===== src/rtl/multicycle_cu_if.sv =====
// Control bundle between the multicycle MIPS control unit (master) and its datapath (slave).
// Carries the opcode/memory-ready inputs and every mux select and write enable.
interface multicycle_cu_if;
   logic [5:0] Op;
   logic       MemReady;
   logic       PCWrite;
   logic       PCWriteCond;
   logic       IorD;
   logic       MemRead;
   logic       MemWrite;
   logic       MemtoReg;
   logic       IRWrite;
   logic [1:0] PCSource;
   logic [1:0] ALUOp;
   logic       ALUSrcA;
   logic [1:0] ALUSrcB;
   logic       RegWrite;
   logic       RegDst;
   logic [3:0] State;
   logic       Illegal;
   logic       BusFault;

   modport master (
      input  Op, MemReady,
      output PCWrite, PCWriteCond, IorD, MemRead, MemWrite, MemtoReg, IRWrite,
             PCSource, ALUOp, ALUSrcA, ALUSrcB, RegWrite, RegDst, State,
             Illegal, BusFault
   );

   modport slave (
      output Op, MemReady,
      input  PCWrite, PCWriteCond, IorD, MemRead, MemWrite, MemtoReg, IRWrite,
             PCSource, ALUOp, ALUSrcA, ALUSrcB, RegWrite, RegDst, State,
             Illegal, BusFault
   );
endinterface


===== src/rtl/multicycle_cu.sv =====
// Moore control FSM for a shared-memory multicycle MIPS datapath with memory wait-state timeout.
// Optional macro ADDI_EN adds the addi path (ADDIEX/ADDIWB); otherwise opcode 0x08 is illegal.
//
//   state  | meaning
//   FETCH  | read instruction at PC, PC <= PC+4 when memory ready
//   DECODE | read registers, branch target into ALUOut, dispatch on Op
//   MEMADR | effective address for lw/sw
//   MEMRD  | data read at ALUOut, wait for memory ready
//   MEMWB  | write MDR to rt
//   MEMWR  | data write at ALUOut, wait for memory ready
//   EXEC   | R-type ALU operation
//   RWB    | write ALUOut to rd
//   BRANCH | compare, conditional PC load
//   JUMP   | PC <= jump target
//   ADDIEX | A + sign-extended imm (ADDI_EN only)
//   ADDIWB | write ALUOut to rt (ADDI_EN only)
module multicycle_cu #(
   parameter int unsigned WAIT_LIMIT = 8
) (
   input  logic             Clock,
   input  logic             Reset,
   multicycle_cu_if.master  bus
);

   typedef enum logic [3:0] {
      FETCH  = 4'd0,
      DECODE = 4'd1,
      MEMADR = 4'd2,
      MEMRD  = 4'd3,
      MEMWB  = 4'd4,
      MEMWR  = 4'd5,
      EXEC   = 4'd6,
      RWB    = 4'd7,
      BRANCH = 4'd8,
      JUMP   = 4'd9
`ifdef ADDI_EN
      ,
      ADDIEX = 4'd10,
      ADDIWB = 4'd11
`endif
   } state_t;

   localparam logic [5:0] OP_RTYPE = 6'h00;
   localparam logic [5:0] OP_J     = 6'h02;
   localparam logic [5:0] OP_BEQ   = 6'h04;
   localparam logic [5:0] OP_ADDI  = 6'h08;
   localparam logic [5:0] OP_LW    = 6'h23;
   localparam logic [5:0] OP_SW    = 6'h2B;

   // Fault fires on the WAIT_LIMIT-th consecutive not-ready cycle.
   localparam logic [7:0] WAIT_LAST = 8'(WAIT_LIMIT - 1);

   state_t     state_q, state_d;
   logic [7:0] wait_cnt_q, wait_cnt_d;

   logic       mem_state;
   logic       wait_fault;

   logic       pc_write;
   logic       pc_write_cond;
   logic       iord;
   logic       mem_read;
   logic       mem_write;
   logic       mem_to_reg;
   logic       ir_write;
   logic [1:0] pc_source;
   logic [1:0] alu_op;
   logic       alu_src_a;
   logic [1:0] alu_src_b;
   logic       reg_write;
   logic       reg_dst;
   logic       illegal;

   always_ff @(posedge Clock) begin
      if (Reset) begin
         state_q    <= FETCH;
         wait_cnt_q <= '0;
      end else begin
         state_q    <= state_d;
         wait_cnt_q <= wait_cnt_d;
      end
   end

   always_comb begin
      state_d       = state_q;
      wait_cnt_d    = '0;
      mem_state     = 1'b0;
      wait_fault    = 1'b0;
      pc_write      = 1'b0;
      pc_write_cond = 1'b0;
      iord          = 1'b0;
      mem_read      = 1'b0;
      mem_write     = 1'b0;
      mem_to_reg    = 1'b0;
      ir_write      = 1'b0;
      pc_source     = 2'b00;
      alu_op        = 2'b00;
      alu_src_a     = 1'b0;
      alu_src_b     = 2'b00;
      reg_write     = 1'b0;
      reg_dst       = 1'b0;
      illegal       = 1'b0;

      unique case (state_q)
         FETCH: begin
            mem_state = 1'b1;
            mem_read  = 1'b1;
            alu_src_b = 2'b01;
            ir_write  = bus.MemReady;
            pc_write  = bus.MemReady;
            if (bus.MemReady) state_d = DECODE;
         end
         DECODE: begin
            alu_src_b = 2'b11;
            if (bus.Op == OP_LW || bus.Op == OP_SW) begin
               state_d = MEMADR;
            end else if (bus.Op == OP_RTYPE) begin
               state_d = EXEC;
            end else if (bus.Op == OP_BEQ) begin
               state_d = BRANCH;
            end else if (bus.Op == OP_J) begin
               state_d = JUMP;
`ifdef ADDI_EN
            end else if (bus.Op == OP_ADDI) begin
               state_d = ADDIEX;
`endif
            end else begin
               illegal = 1'b1;
               state_d = FETCH;
            end
         end
         MEMADR: begin
            alu_src_a = 1'b1;
            alu_src_b = 2'b10;
            state_d   = (bus.Op == OP_LW) ? MEMRD : MEMWR;
         end
         MEMRD: begin
            mem_state = 1'b1;
            mem_read  = 1'b1;
            iord      = 1'b1;
            if (bus.MemReady) state_d = MEMWB;
         end
         MEMWB: begin
            reg_write  = 1'b1;
            mem_to_reg = 1'b1;
            state_d    = FETCH;
         end
         MEMWR: begin
            mem_state = 1'b1;
            mem_write = 1'b1;
            iord      = 1'b1;
            if (bus.MemReady) state_d = FETCH;
         end
         EXEC: begin
            alu_src_a = 1'b1;
            alu_op    = 2'b10;
            state_d   = RWB;
         end
         RWB: begin
            reg_write = 1'b1;
            reg_dst   = 1'b1;
            state_d   = FETCH;
         end
         BRANCH: begin
            alu_src_a     = 1'b1;
            alu_op        = 2'b01;
            pc_write_cond = 1'b1;
            pc_source     = 2'b01;
            state_d       = FETCH;
         end
         JUMP: begin
            pc_write  = 1'b1;
            pc_source = 2'b10;
            state_d   = FETCH;
         end
`ifdef ADDI_EN
         ADDIEX: begin
            alu_src_a = 1'b1;
            alu_src_b = 2'b10;
            state_d   = ADDIWB;
         end
         ADDIWB: begin
            reg_write = 1'b1;
            state_d   = FETCH;
         end
`endif
         default: begin
            state_d = FETCH;
         end
      endcase

      // Counter is zero outside memory states, so every entry into one starts clean.
      if (mem_state && !bus.MemReady) begin
         if (wait_cnt_q >= WAIT_LAST) begin
            wait_fault = 1'b1;
            state_d    = FETCH;
            wait_cnt_d = '0;
         end else begin
            wait_cnt_d = wait_cnt_q + 8'd1;
         end
      end
   end

   // Reset forces every output low combinationally so an abandoned write never lands.
   always_comb begin
      bus.PCWrite     = !Reset && pc_write;
      bus.PCWriteCond = !Reset && pc_write_cond;
      bus.IorD        = !Reset && iord;
      bus.MemRead     = !Reset && mem_read;
      bus.MemWrite    = !Reset && mem_write;
      bus.MemtoReg    = !Reset && mem_to_reg;
      bus.IRWrite     = !Reset && ir_write;
      bus.PCSource    = Reset ? 2'b00 : pc_source;
      bus.ALUOp       = Reset ? 2'b00 : alu_op;
      bus.ALUSrcA     = !Reset && alu_src_a;
      bus.ALUSrcB     = Reset ? 2'b00 : alu_src_b;
      bus.RegWrite    = !Reset && reg_write;
      bus.RegDst      = !Reset && reg_dst;
      bus.State       = Reset ? 4'd0 : state_q;
      bus.Illegal     = !Reset && illegal;
      bus.BusFault    = !Reset && wait_fault;
   end

endmodule


===== src/flat_wrapper.sv =====
// flat-port wrapper written by rule: the top's interface ports become plain ports
module multicycle_cu_flat 
#(
   parameter int unsigned WAIT_LIMIT = 8
)
  (Clock, Reset, bus_Op, bus_MemReady, bus_PCWrite, bus_PCWriteCond, bus_IorD, bus_MemRead, bus_MemWrite, bus_MemtoReg, bus_IRWrite, bus_PCSource, bus_ALUOp, bus_ALUSrcA, bus_ALUSrcB, bus_RegWrite, bus_RegDst, bus_State, bus_Illegal, bus_BusFault);
  multicycle_cu_if bus_i ();
  input  logic Clock;
  input  logic Reset;
  input wire logic [$bits(bus_i.Op)-1:0] bus_Op;
  input wire logic [$bits(bus_i.MemReady)-1:0] bus_MemReady;
  output wire logic [$bits(bus_i.PCWrite)-1:0] bus_PCWrite;
  output wire logic [$bits(bus_i.PCWriteCond)-1:0] bus_PCWriteCond;
  output wire logic [$bits(bus_i.IorD)-1:0] bus_IorD;
  output wire logic [$bits(bus_i.MemRead)-1:0] bus_MemRead;
  output wire logic [$bits(bus_i.MemWrite)-1:0] bus_MemWrite;
  output wire logic [$bits(bus_i.MemtoReg)-1:0] bus_MemtoReg;
  output wire logic [$bits(bus_i.IRWrite)-1:0] bus_IRWrite;
  output wire logic [$bits(bus_i.PCSource)-1:0] bus_PCSource;
  output wire logic [$bits(bus_i.ALUOp)-1:0] bus_ALUOp;
  output wire logic [$bits(bus_i.ALUSrcA)-1:0] bus_ALUSrcA;
  output wire logic [$bits(bus_i.ALUSrcB)-1:0] bus_ALUSrcB;
  output wire logic [$bits(bus_i.RegWrite)-1:0] bus_RegWrite;
  output wire logic [$bits(bus_i.RegDst)-1:0] bus_RegDst;
  output wire logic [$bits(bus_i.State)-1:0] bus_State;
  output wire logic [$bits(bus_i.Illegal)-1:0] bus_Illegal;
  output wire logic [$bits(bus_i.BusFault)-1:0] bus_BusFault;
  assign bus_i.Op = bus_Op;
  assign bus_i.MemReady = bus_MemReady;
  assign bus_PCWrite = bus_i.PCWrite;
  assign bus_PCWriteCond = bus_i.PCWriteCond;
  assign bus_IorD = bus_i.IorD;
  assign bus_MemRead = bus_i.MemRead;
  assign bus_MemWrite = bus_i.MemWrite;
  assign bus_MemtoReg = bus_i.MemtoReg;
  assign bus_IRWrite = bus_i.IRWrite;
  assign bus_PCSource = bus_i.PCSource;
  assign bus_ALUOp = bus_i.ALUOp;
  assign bus_ALUSrcA = bus_i.ALUSrcA;
  assign bus_ALUSrcB = bus_i.ALUSrcB;
  assign bus_RegWrite = bus_i.RegWrite;
  assign bus_RegDst = bus_i.RegDst;
  assign bus_State = bus_i.State;
  assign bus_Illegal = bus_i.Illegal;
  assign bus_BusFault = bus_i.BusFault;
  multicycle_cu #(.WAIT_LIMIT(WAIT_LIMIT)) u_core (.Clock(Clock), .Reset(Reset), .bus(bus_i));
endmodule

===== config.mk =====
export PLATFORM = sky130hd
export DESIGN_NAME = multicycle_cu_flat
export DESIGN_NICKNAME = d
export VERILOG_FILES = /design/src/rtl/multicycle_cu_if.sv /design/src/rtl/multicycle_cu.sv /design/src/flat_wrapper.sv
export SDC_FILE = /design/constraint.sdc
export NUM_CORES = 1
export LEC_CHECK = 0
export BUFFER_PORTS_ARGS = -buffer_cell sky130_fd_sc_hd__buf_2
export CAP_MARGIN = 20
export CORE_MARGIN = 2
export CORE_UTILIZATION = 47
export DETAILED_ROUTE_END_ITERATION = 6
export GPL_ROUTABILITY_DRIVEN = 0
export HOLD_SLACK_MARGIN = 0.12
export PLACE_DENSITY = 0.77
export SYNTH_ARGS = -nofsm -noshare
export SYNTH_HDL_FRONTEND = slang
export SYNTH_SLANG_ARGS = --single-unit

===== constraint.sdc =====
create_clock -name Clock -period 1.96 [get_ports Clock]
set_input_delay 0.392 -clock Clock [delete_from_list [all_inputs] [get_ports Clock]]
set_output_delay 0.392 -clock Clock [all_outputs]
set_load 0.1 [all_outputs]

==> reports/metrics.yaml, run 1 <==
outcome:
  status: "did not finish"
  haltStage: "global routing (5_1_grt)"
  error: "[ERROR DPL-0038] Utilization greater than 100%, impossible to legalize"
clock_network:
  clock_path_buffers: 2
  cts_root_buf: "clkbuf_4"
  cts_made_buffers: 3
  clock-sinks: 12
  h-tree-depth: 1
  hold_buffers: 0
synthesis:
  synth_top_area_share_pct: 29.4
  ys_seq_area_share_pct: 29.4
  synthCells: 103
  syn-cell-area_um2: 817
  synth-seq-cells: 12
  syn_avg_cell_area_um2: 7.93
  yosysTopAreaCell: "dfxtp_1"
  ys_types: 38
  ys_warn_count: 0
  synth_area_leaders: "dfxtp_1 (29%), nor2_1 (7.8%), nor2b_1 (4.6%)"
placed_design:
  hpwlAfterDp_mm: 2.15
  dp_slack_ns: -0.229
  io_buffers: 30
floorplan:
  pin_count: 31
  dieWidth_um: 45.7
  row_count: 15
  die_y_um: 45.7
  start_util_pct: 48.9
timing:
  worst_endpoint: "bus_BusFault"
  worstEndpointType: "output port"
global_route:
  grt_max_degree: 15
[cell families after synthesis]
logic type	synth area share, %
DFF	29.4
adders and majority gates	1.53
buffers and inverters	7.66
xor gates and xnor gates	5.36
and+or+nand+nor	41.8
AOI/OAI and AO/OA	13.8
other	0.459
[synthesized netlist by cell type (all sizes together)]
cell type  instances
a21o               1
nand2              3
o32a               1
inv                4
or2                3
nor3b              2
or3                2
a211o              2
a31oi              2
nand3b             1
o21ai              1
dfxtp             12
nor4               5
xnor2              3
or4b               1
and2               1
conb               1
a21oi              1
nor2b              6
nand2b             5
nand3              4
o311ai             1
ha                 1
o211ai             2
nor3               5
nor2              17
clkbuf             3
xor2               2
a221oi             1
and4bb             1
or4                1
buf                5
o21a               1
and3               2
[metrics by stage]
step	cell area (µm²)	TNS (ns)	cells	hold slack, ns
2_1_floorplan	1020	-4.28	106	0.418
3_3_place_gp	1490	-0.139	158	0.429
3_5_place_dp	1490	-0.300	158	0.493
4_1_cts	1620	-0.185	164	0.402
[timing repair]
item	in CTS
gates resized for setup	20
buffers inserted	2
pin swaps	7
endpoints found under the setup margin	10
cloned	0
==> run 2: changes to the inputs <==
--- a/config.mk
+++ b/config.mk
@@ -7,12 +7,11 @@
 export LEC_CHECK = 0
 export BUFFER_PORTS_ARGS = -buffer_cell sky130_fd_sc_hd__buf_2
 export CAP_MARGIN = 20
-export CORE_MARGIN = 2
-export CORE_UTILIZATION = 47
+export CORE_AREA = 2 2 63 65
 export DETAILED_ROUTE_END_ITERATION = 6
+export DIE_AREA = 0 0 65 67
 export GPL_ROUTABILITY_DRIVEN = 0
-export HOLD_SLACK_MARGIN = 0.12
-export PLACE_DENSITY = 0.77
+export PLACE_DENSITY_LB_ADDON = 0.15
 export SYNTH_ARGS = -nofsm -noshare
 export SYNTH_HDL_FRONTEND = slang
 export SYNTH_SLANG_ARGS = --single-unit
==> reports/metrics.yaml, run 2 <==
setup_path:
  rr_startpoint: "u_core.wait_cnt_q[1]$_SDFF_PP0_"
  critPathKind: "input port to output port"
  cp_max_fo: 2
  required_ns: 1.57
  crit_path_start_kind: "input port"
  crit_path_end_kind: "output port"
  startpoint: "bus_Op[0]"
  worstPathArrival_ns: 1.59
clock_network:
  hold_buffers: 0
  clock-sinks: 12
  clk_pin_slew_ns: 0.05
  h-tree-depth: 1
  clock_path_buffers: 2
  cts_tree: "done"
  cts_made_buffers: 3
  clk_latency_ns: 0.23
  cts_root_buf: "clkbuf_8"
finish:
  drive_gt1_share_pct: 61.6
  final_cell_mix: "buf_4 (26), buf_12 (21), nor2_1 (12)"
  final_util_pct: 49.7
  antenna_cells: 0
  final_nets: 170
  regMostFlops: "u_core.wait_cnt_q"
  top_regs: "u_core.wait_cnt_q (8), u_core.state_q (4)"
  final_area_um2: 1790
  largest_reg_flops: 8
  syn_to_final_growth_pct: 119
  final_common_cell: "buf_4"
synthesis:
  ys_seq_area_share_pct: 29.4
  syn-cell-area_um2: 817
  synth-seq-cells: 12
  synth_async_sr_flop_share_pct: 0
  yosysMostFrequentCell: "nor2_1"
  synthCells: 103
  synth_enable_flop_cells: 0
  ys_warn_count: 0
  synthTopCellsByCount: "nor2_1 (17), dfxtp_1 (12), nor2b_1 (6)"
  synth_area_leaders: "dfxtp_1 (29%), nor2_1 (7.8%), nor2b_1 (4.6%)"
  synth_top_area_share_pct: 29.4
  synth-main-ff-cell: "dfxtp_1"
  ys_types: 38
  syn_avg_cell_area_um2: 7.93
  yosysTopAreaCell: "dfxtp_1"
power:
  power-per-cell-area_nw_per_um2: 404
  power_uw: 724
  vdd_drop_max_mv: 0.380
  leakagePower_uw: 0.000696
global_route:
  top_usage_layer: "met2"
  grt_pass1_vias: 911
  grtUsageMet2_pct: 23.1
  use_met3_pct: 2.53
  overflow: 0
  grt_antenna_before_repair: 0
  grt_pass1_wl_mm: 4.10
  grt.total_usage_pct: 11.9
  grt_max_degree: 12
  use_met1_pct: 13.4
timing:
  max_clock_freq_ghz: 0.504
  post-route-period-util_pct: 101
  setup_viol: 1
  finalCriticalPeriod_ns: 1.99
  setup_ws_ns: -0.0260
  finalMaxSlewViolations: 0
  grt_setup_unrepaired: "yes"
  hold_viol_final: 0
  skew_ns: 0.00164
floorplan:
  die_y_um: 67
  start_util_pct: 22.7
  row_count: 22
  die_area_um2: 4360
  dieWidth_um: 65
  pin_count: 31
  core_area_um2: 3610
drt:
  wl_per_cell_um: 11.8
  wl_mm: 2.44
  drtPass1Iterations: 4
  dr.first_iter.drc_count: 6
  vias: 920
  drtAntennaViolNets: 0
  via_per_inst: 4.44
  post-route-drc-count: 0
outcome:
  violations: "negative setup slack"
  status: "finished with violations"
job:
  cap_violations: 0
placed_design:
  io_buffers: 30
  placed_cell_area_um2: 1560
  hpwlAfterDp_mm: 1.90
hold_path:
  hp-class: "input port to flop"
  min_from: "bus_Op[4]"
-- run 2: cell counts after synthesis --
Identical to the previous run, type by type.
-- run 2: worst max-delay path, cell delays in order --
cell and delay [ns]:
buf_6 0.09, or3_4 0.38, o21a_4 0.22, o311ai_4 0.28, nor2_4 0.06, buf_12 0.17
-- run 2: report_power, final --
part           internal (µW)  switching (µW)
clock                    177            84.9
sequential               249            4.78
combinational           82.9             126
-- run 2: path summary, 6_finish.rpt --
kind	slack, ns	to	cells after the start
worst max-delay path	-0.03	bus_Illegal	6
worst min-delay path	0.43	u_core.state_q[3]$_SDFF_PP0_	2
worst max register to register	0.13	u_core.wait_cnt_q[2]$_SDFF_PP0_	6
worst min register to register	0.52	u_core.wait_cnt_q[0]$_SDFF_PP0_	2
-- run 2: layout make-up --
class	count	area [µm²]
Inverter	4	15.0
Tap cell	48	60.1
Fill cell	330	1810
Timing Repair Buffer	57	684
Sequential cell	12	248
Clock buffer	4	55.1
Multi-Input combinational cell	82	729
-- run 2: metrics by stage --
step	setup slack, ns	setup TNS, ns	hold slack [ns]	instances
6_report	-0.0260	-0.0260	0.426	207
3_5_place_dp	-0.174	-0.174	0.441	194
2_1_floorplan	-0.656	-4.28	0.418	106
4_1_cts	-0.0446	-0.0534	0.415	205
5_1_grt	-0.0627	-0.237	0.443	207
3_3_place_gp	-0.140	-0.140	0.428	194
-- run 2: cell families (layout without fill, tap and decap cells) --
| family | Yosys count | in the layout | synth area share (%) |
|---|---|---|---|
| compound gates | 13 | 13 | 13.8 |
| xor+xnor | 5 | 5 | 5.36 |
| fa+ha+maj | 1 | 1 | 1.53 |
| buf+inv | 12 | 65 | 7.66 |
| flops | 12 | 12 | 29.4 |
| other cells | 1 | 4 | 0.459 |
| simple gates | 59 | 59 | 41.8 |
-- run 2: what timing repair did --
item / 4_1_cts / 5_1_grt
resized for setup: 14 / 11
endpoints found under the setup margin: 5 / 11
buffers inserted: 7 / 2
pin swaps: 5 / 2
-- run 2: layer usage --
layer | vias up | share of wire, %
met5 | - | 0
met3 | 2 | 4.7
met2 | 27 | 55
met1 | 423 | 39
li1 | 468 | -
met4 | 0 | 0.49
Power figures use the tool's default switching activity.
==> run 3: changes to the inputs <==
==> constraint.sdc (replaced) <==
create_clock -name Clock -period 1.96 [get_ports Clock]
set_input_delay 0.392 -clock Clock [delete_from_list [all_inputs] [get_ports Clock]]
set_output_delay 0.392 -clock Clock [all_outputs]
set_load 0.01 [all_outputs]
==> reports/metrics.yaml, run 3 (same netlist as run 2, synthesis figures left out) <==
power:
  switching_share_pct: 22.5
  power.share.clock_pct: 43.5
  pwr-share-seq_pct: 42.8
  p_int_uw: 464
  power_switching_uw: 135
  vdd_drop_max_mv: 0.314
  power-per-cell-area_nw_per_um2: 527
  comb_power_share_pct: 13.6
  leakagePower_uw: 0.000502
finish:
  final_nets: 150
  regMostFlops: "u_core.wait_cnt_q"
  final_common_cell: "buf_2"
  syn_to_final_growth_pct: 39.2
  largest_reg_flops: 8
  final_cell_mix: "buf_2 (30), nor2_1 (17), buf_4 (7), dfxtp_1 (7)"
  final_cell_count_no_fill: 187
  top_regs: "u_core.wait_cnt_q (8), u_core.state_q (4)"
  drive_gt1_share_pct: 41.7
  fillCellCount: 385
  final_util_pct: 31.5
  antenna_cells: 0
timing:
  grt_setup_unrepaired: "yes"
  finalCriticalPeriod_ns: 1.91
  skew_ns: 0.00357
  hold_viol_final: 0
  holdWs_ns: 0.416
  max_clock_freq_ghz: 0.523
  fin_setup_tns_ns: 0
  post-route-period-util_pct: 97.5
  finalMaxSlewViolations: 0
  setup_viol: 0
drt:
  wl_per_cell_um: 10.4
  dr.first_iter.drc_count: 19
  via_per_inst: 4.30
  drtAntennaViolNets: 0
  vias: 805
  wl_mm: 1.95
  post-route-drc-count: 0
  drtPass1Iterations: 4
floorplan:
  row_count: 22
  die_y_um: 67
  die_area_um2: 4360
  start_util_pct: 22.7
  core_area_um2: 3610
  dieWidth_um: 65
  pin_count: 31
clock_network:
  cts_tree: "done"
  clk_latency_ns: 0.24
  clock_path_buffers: 2
  cts_root_buf: "clkbuf_8"
  clock-sinks: 12
  clk_pin_slew_ns: 0.05
  h-tree-depth: 1
  cts_made_buffers: 3
global_route:
  grt_pass1_vias: 728
  grt_antenna_before_repair: 0
  grt_pass1_wl_mm: 3.18
  overflow: 0
  grt.total_usage_pct: 9.53
  grt_max_degree: 14
setup_path:
  crit_path_start_kind: "input port"
  crit_path_end_kind: "output port"
  rr_startpoint: "u_core.wait_cnt_q[0]$_SDFF_PP0_"
  cp_max_fo: 2
  worstPathArrival_ns: 1.52
  r2r_end: "u_core.wait_cnt_q[2]$_SDFF_PP0_"
  r2r_setup_slack_ns: 0.21
  required_ns: 1.57
  worstRegToRegCells: 5
  critPathKind: "input port to output port"
hold_path:
  min_from: "u_core.wait_cnt_q[0]$_SDFF_PP0_"
  hold_depth: 1
  hp-class: "flop to flop"
  holdPathEnd: "u_core.wait_cnt_q[0]$_SDFF_PP0_"
placed_design:
  place_inst: 182
  io_buffers: 30
  hpwlAfterDp_mm: 1.56
outcome:
  status: "finished, final reports clean"
job:
  cap_violations: 0
[run 3: cell types whose count changed in the layout (fill, tap and decap cells not counted), moves of 3 or more]
cell | before | now
buf_4 | 26 | 7
nor2b_1 | 2 | 5
nor4_4 | 4 | 1
nor4_1 | 1 | 4
nor2_4 | 5 | 0
nor3_4 | 3 | 0
nor2_1 | 12 | 17
buf_12 | 21 | 0
nor3_1 | 1 | 4
buf_6 | 3 | 0
buf_2 | 7 | 30
[run 3: worst max path at each step]
stage | slack, ns | to | depth (start not counted) | from
floorplan | 0.09 | bus_ALUOp[0] | 4 | Reset
global placement | 0.03 | bus_Illegal | 6 | bus_Op[0]
detailed placement | -0.01 | bus_Illegal | 6 | bus_Op[0]
CTS | 0.01 | bus_PCWrite | 5 | u_core.state_q[1]$_SDFF_PP0_
global route | -0.07 | bus_BusFault | 5 | u_core.wait_cnt_q[0]$_SDFF_PP0_
finish | 0.05 | bus_Illegal | 6 | bus_Op[0]
[run 3: repair_timing]
item                                    4_1_cts  5_1_grt
gates cloned                                  0        0
gates resized for setup                       2        9
setup buffers                                 0        1
hold buffers                                  0        0
endpoints found under the setup margin        2        4
pin swaps                                     0        2
[run 3: worst max-delay path, stage by stage]
cell and delay (ns):
buf_2 0.10, or3_4 0.37, o21a_1 0.21, o311ai_4 0.24, nor2_1 0.06, buf_2 0.14
[run 3: area by class of cell]
cell class	count	area (µm²)	share of cell area, %
well taps	48	60.1	5.28
repair buffers	37	203	17.8
inverters	4	15.0	1.32
multi-input cells	82	558	49.1
clock buffers	4	55.1	4.84
flip-flops and latches	12	246	21.7
[run 3: power groups by stage]
stage	Clock, µW	Sequential (µW)	Combinational, µW
after global placement	0	261	75.4
final	261	256	81.7
after CTS	272	256	77.8
after floorplan	0	259	46.6
after global routing	290	257	90.4
after detailed placement	0	261	76.2
[run 3: layer usage]
metal	part of all wire, %	track usage [%]	vias up
met2	42	14.3	24
met3	4.9	1.52	5
met4	2.2	5.59	0
met1	51	12.8	351
li1	-	-	425
met5	0	0	-
[run 3: per-stage QoR]
stage	setup WS [ns]	total power [µW]	instance area, µm²
finish	0.0481	599	1140
global placement	0.0283	337	1040
CTS	0.0123	606	1100
global route	-0.0671	638	1140
floorplan	0.0881	306	828
detailed placement	-0.0112	337	1040
